### src/rtl/flight_physics_param.sv
// flight_physics_param: bird flight engine with divided physics tick, ceiling/floor clamp and INIT/FLY/DEAD FSM
// Ports: Clk/reset_n clock and async active-low reset; Start, Ack, BtnPress, Collide level inputs;
//   VertSpeed signed speed (+ve falling), Bird_X/Bird_Y pixel position, Tick physics pulse,
//   Dead high in DEAD, State 00 INIT / 01 FLY / 10 DEAD.
module flight_physics_param #(
  parameter int W        = 10,
  parameter int GRAVITY  = 1,
  parameter int FLAP_VEL = 8,
  parameter int MAX_FALL = 12,
  parameter int TICK_DIV = 4,
  parameter int BIRD_X   = 160,
  parameter int START_Y  = 240,
  parameter int CEIL_Y   = 0,
  parameter int FLOOR_Y  = 440
) (
  input  logic         Clk,
  input  logic         reset_n,
  input  logic         Start,
  input  logic         Ack,
  input  logic         BtnPress,
  input  logic         Collide,
  output logic [W-1:0] VertSpeed,
  output logic [W-1:0] Bird_X,
  output logic [W-1:0] Bird_Y,
  output logic         Tick,
  output logic         Dead,
  output logic [1:0]   State
);
  localparam int CW = $clog2(TICK_DIV) + 1;
  localparam logic signed [W+1:0] G_S     = (W+2)'(GRAVITY);
  localparam logic signed [W+1:0] FLAP_S  = -((W+2)'(FLAP_VEL));
  localparam logic signed [W+1:0] MAXF_S  = (W+2)'(MAX_FALL);
  localparam logic signed [W+1:0] CEIL_S  = (W+2)'(CEIL_Y);
  localparam logic signed [W+1:0] FLOOR_S = (W+2)'(FLOOR_Y);
  typedef enum logic [1:0] {INIT = 2'b00, FLY = 2'b01, DEAD = 2'b10} state_t;
  state_t state_q, state_d;
  logic [CW-1:0] cnt_q, cnt_d;
  logic [W-1:0] y_q, y_d, v_q, v_d;
  logic pend_q, pend_d, btn_q, flap_edge, tick;
  logic signed [W+1:0] v_fall, v1, y1;
  assign flap_edge = BtnPress & ~btn_q;
  assign tick      = (state_q == FLY) && (cnt_q == CW'(TICK_DIV - 1));
  // Widened by two bits so the position sum cannot wrap before the clamps are applied.
  assign v_fall    = $signed({{2{v_q[W-1]}}, v_q}) + G_S;
  assign v1        = (pend_q | flap_edge) ? FLAP_S : (v_fall > MAXF_S ? MAXF_S : v_fall);
  assign y1        = $signed({2'b00, y_q}) + v1;
  always_comb begin
    state_d = state_q;
    y_d     = y_q;
    v_d     = v_q;
    pend_d  = 1'b0;
    cnt_d   = '0;
    case (state_q)
      INIT: begin
        y_d     = W'(START_Y);
        v_d     = '0;
        state_d = Start ? FLY : INIT;
      end
      FLY: begin
        if (Collide) state_d = DEAD;
        else if (tick) begin
          if (y1 <= CEIL_S) begin
            y_d = W'(CEIL_Y);
            v_d = '0;
          end else if (y1 >= FLOOR_S) begin
            y_d     = W'(FLOOR_Y);
            v_d     = '0;
            state_d = DEAD;
          end else begin
            y_d = y1[W-1:0];
            v_d = v1[W-1:0];
          end
        end else begin
          pend_d = pend_q | flap_edge;
          cnt_d  = cnt_q + 1'b1;
        end
      end
      DEAD: begin
        state_d = Ack ? INIT : DEAD;
        y_d     = Ack ? W'(START_Y) : y_q;
        v_d     = Ack ? '0 : v_q;
      end
      default: state_d = INIT;
    endcase
  end
  always_ff @(posedge Clk or negedge reset_n) begin
    if (!reset_n) begin
      state_q <= INIT;
      y_q     <= W'(START_Y);
      v_q     <= '0;
      cnt_q   <= '0;
      pend_q  <= 1'b0;
      btn_q   <= 1'b0;
    end else begin
      state_q <= state_d;
      y_q     <= y_d;
      v_q     <= v_d;
      cnt_q   <= cnt_d;
      pend_q  <= pend_d;
      btn_q   <= BtnPress;
    end
  end
  assign VertSpeed = v_q;
  assign Bird_X    = W'(BIRD_X);
  assign Bird_Y    = y_q;
  assign Tick      = tick;
  assign Dead      = state_q == DEAD;
  assign State     = state_q;
endmodule

### config.mk
export PLATFORM = sky130hd
export DESIGN_NAME = flight_physics_param
export DESIGN_NICKNAME = d
export VERILOG_FILES = /design/src/rtl/flight_physics_param.sv
export SDC_FILE = /design/constraint.sdc
export NUM_CORES = 1
export LEC_CHECK = 0
export CAP_MARGIN = 20
export CORE_UTILIZATION = 53
export DETAILED_ROUTE_END_ITERATION = 6
export PLACE_DENSITY = 0.9
export SLEW_MARGIN = 5
export SYNTH_ARGS = -nofsm -noshare
export SYNTH_HDL_FRONTEND = slang
export SYNTH_SLANG_ARGS = --single-unit
### constraint.sdc
create_clock -name Clk -period 5.6 [get_ports Clk]
set_input_delay 1.12 -clock Clk [delete_from_list [all_inputs] [get_ports Clk]]
set_output_delay 1.12 -clock Clk [all_outputs]
set_load 0.05 [all_outputs]
==> flow_summary_export.csv <==
group,metric,value,unit
outcome,status,"finished, final reports clean",
synthesis,synth_top_family_by_area,"compound AO/OA/AOI/OAI gates",
die,ios,40,
critical_path,end_kind,"register",
timing,timing.final.max_slew_violations,0,
pwr,pwr-share-comb,0.464,
synthesis,synthTopCellsByCount,"dfrtp_1, nand2_1, nor2_1, o21ai_0",
critical_path,worstPathRequired,5800,ps
route,drt-pass1-iter-count,5,
die,rows,23,
timing,setup-violations-final,0,
synthesis,ys_warn_count,0,
timing,maxClockFrequency,199.8,MHz
die,fp.dieH,67.39,µm
pwr,vdd_ir_drop_max,0.3139,mV
timing,clock_skew,3.018,ps
critical_path,critPathArrivalTime,5210,ps
clock_tree,postCtsSetupRepairBufs,0,
clock_tree,clk_pin_slew_worst_paths,100,ps
critical_path,critPathLaunchType,"register",
route,avgRoutedWirePerCell,15.79,µm
global_route,grt.total_usage,0.2554,
global_route,grt_max_degree,28,
clock_tree,cts_resized,0,
pwr,switchingPower,0.2700,mW
place,dp.cells,331,
synthesis,synth_top_cell_by_area,"dfrtp_1",
synthesis,synthArstFlopShare,1.000,
synthesis,postSynthAreaPerCell,8.715,µm²
route,drt_iter0_drc,167,
clock_tree,clk_path_buf_depth,2,
pwr,internal-power,0.3557,mW
die,dieWidth,67.39,µm
synthesis,ys.flop_type,"dfrtp_1",
pwr,clockPowerShare,0.184,
clock_tree,htree_levels,1,
timing,rsz0062_at_grt,"false",
clock_tree,cts-root-buf,"clkbuf_8",
synthesis,ys_seq_area_frac,0.3004,
layout,final_nets,308,
synthesis,yosysUniqueCellTypes,57,
global_route,antenna_found_initial,0,
timing,tightest_slew,769.7,ps
layout,syn2layout_area_growth,14.52,%
worst_hold_path,worstHoldPathType,"reg2reg",
synthesis,yosys.area_share.simple,0.2120,
layout,drive_gt1_frac,0.08421,
job,max-cap-violations,0,
timing,hold_viol_final,0,
die,start_util,0.5584,
global_route,grt.overflow.total,0,
place,port_buffers,29,
global_route,grt_pass1_wl,8.763,mm
global_route,use_met3,0.04054,
global_route,grt_pass1_vias,1908,
timing,layout_min_cycle_time,5005,ps
timing,fin_setup_tns,0,ps
synthesis,ys_ff_latch,27,
place,hpwl,3.995,mm
pwr,seqPwrFrac,0.351,
route,ant_nets,0,
synthesis,synth_most_common_cell,"dfrtp_1",
route,routed_wl,5.289,mm
synthesis,synth.cell_area,2266,µm²
die,dieArea,4541,µm²
synthesis,synth_xor_area_frac,0.03865,
route,vias_per_cell,6.254,
global_route,met1_usage,0.3403,
critical_path,critical_path_class,"reg2reg",
timing,slew_headroom,0.4847,
pwr,p_leak,1.217,nW
synthesis,synthAdderAreaFrac,0.09166,
clock_tree,numCtsBuffers,3,
global_route,busiest_layer,"met2",
clock_tree,numClockSinks,27,
route,via_count,2095,
die,core,4058,µm²
synthesis,synth_compound_area_frac,0.2811,
layout,num_antenna_cells,0,
synthesis,synthDominantCellAreaShare,0.2540,
layout,final_cells,335,
clock_tree,holdBufCountCts,0,
pwr,swShare,0.4315,
clock_tree,clock_latency,280,ps
synthesis,syn_inst,260,
synthesis,synth.area.mux_share,0.004417,
critical_path,path_max_fanout,14,
route,drc,0,
clock_tree,cts_tree,"done",
pwr,p_per_area,241.1,nW/µm²
synthesis,synth_edf_count,0,
synthesis,yosys-top-cells-area,"dfrtp_1, ha_1, dfstp_2",
global_route,gr-usage-met2,0.4200,
timing,finalCritPeriodShare,0.8937,
place,gp_congestion,0.8937,
## cell type report
cell class	instances	area [µm²]
Fill cell	347	1463
Multi-Input combinational cell	213	1460
Sequential cell	27	680.7
Timing Repair Buffer	32	312.8
Tap cell	50	62.56
Clock buffer	4	45.04
Inverter	9	33.78
## worst max-delay path, stage by stage, from the launching register on
cell	delay, ps
dfrtp_1	500
ha_1	330
and3_1	310
nand4_1	110
o21ai_0	150
a21oi_1	60
nor3_1	290
nand2_1	160
or3_1	440
ha_1	320
a21o_1	230
o2111ai_4	230
a22oi_2	120
and3_2	250
a2111o_1	420
nor4b_4	680
a31oi_1	170
o22ai_1	150
## power by group through the flow
| stage | Sequential, mW | Combinational [mW] | Clock, mW |
|---|---|---|---|
| final | 0.220 | 0.291 | 0.115 |
| after detailed placement | 0.223 | 0.287 | 0 |
| after global routing | 0.221 | 0.317 | 0.123 |
| after global placement | 0.223 | 0.283 | 0 |
| after floorplan | 0.245 | 0.201 | 0 |
| after CTS | 0.220 | 0.289 | 0.117 |
## state kept, by name, summed over array words and instances (netlist names)
register,flops
Bird_Y,10
btn_q,1
State,2
VertSpeed,10
cnt_q,3
pend_q,1
## metrics by stage
| stage | hold slack, ps | worst slack, ps | total power [mW] | cell area [µm²] | utilization |
|---|---|---|---|---|---|
| 2_1_floorplan | 409.7 | 1040 | 0.4465 | 2296 | - |
| 5_1_grt | 457.4 | 265.9 | 0.6615 | 2595 | 0.6395 |
| 6_report | 448.0 | 595.4 | 0.6257 | 2595 | 0.6395 |
| 3_3_place_gp | 420.6 | 634.7 | 0.5061 | 2550 | 0.6284 |
| 3_5_place_dp | 435.3 | 520.4 | 0.5101 | 2550 | 0.6284 |
| 4_1_cts | 448.1 | 654.7 | 0.6256 | 2595 | 0.6395 |
## routing by layer
metal / vias to the layer above / part of all wire
met5: - / 0
met3: 9 / 0.050
li1: 987 / -
met2: 87 / 0.47
met1: 1012 / 0.46
met4: 0 / 0.018
## cells by family after synthesis
kind of cell,Yosys count
xor gates and xnor gates,10
AOI/OAI and AO/OA,87
DFF,27
buffers and inverters,28
adders and majority gates,16
muxes,1
and+or+nand+nor,89
other,2
## worst paths after layout
check                                          from  cells after the start                        to  slack (ps)
max reg2reg                VertSpeed[0]$_DFFE_PN0P_                     17  VertSpeed[4]$_DFFE_PN0P_         600
min reg2reg                      cnt_q[0]$_DFF_PN0_                      1        cnt_q[0]$_DFF_PN0_         450
max                        VertSpeed[0]$_DFFE_PN0P_                     17  VertSpeed[4]$_DFFE_PN0P_         600
max in group asynchronous                   reset_n                      2     Bird_Y[6]$_DFFE_PN1P_        4070
min in group asynchronous                   reset_n                      2     Bird_Y[8]$_DFFE_PN0P_        1210
min                              cnt_q[0]$_DFF_PN0_                      1        cnt_q[0]$_DFF_PN0_         450
## cell usage in the layout, fill, tap and decap left out, types with 4 or more instances in the layout
cell type / count
a21o_1: 7
a21oi_1: 15
a22o_1: 8
a31oi_1: 8
and2_1: 6
and3_1: 6
clkdlybuf4s50_1: 29
conb_1: 10
dfrtp_1: 23
dfstp_2: 4
ha_1: 15
inv_1: 9
nand2_1: 22
nand3_1: 7
nor2_1: 21
nor3_1: 4
o21ai_0: 17
o22ai_1: 4
or3_1: 4
xnor2_1: 7
Power figures use the tool's default switching activity.
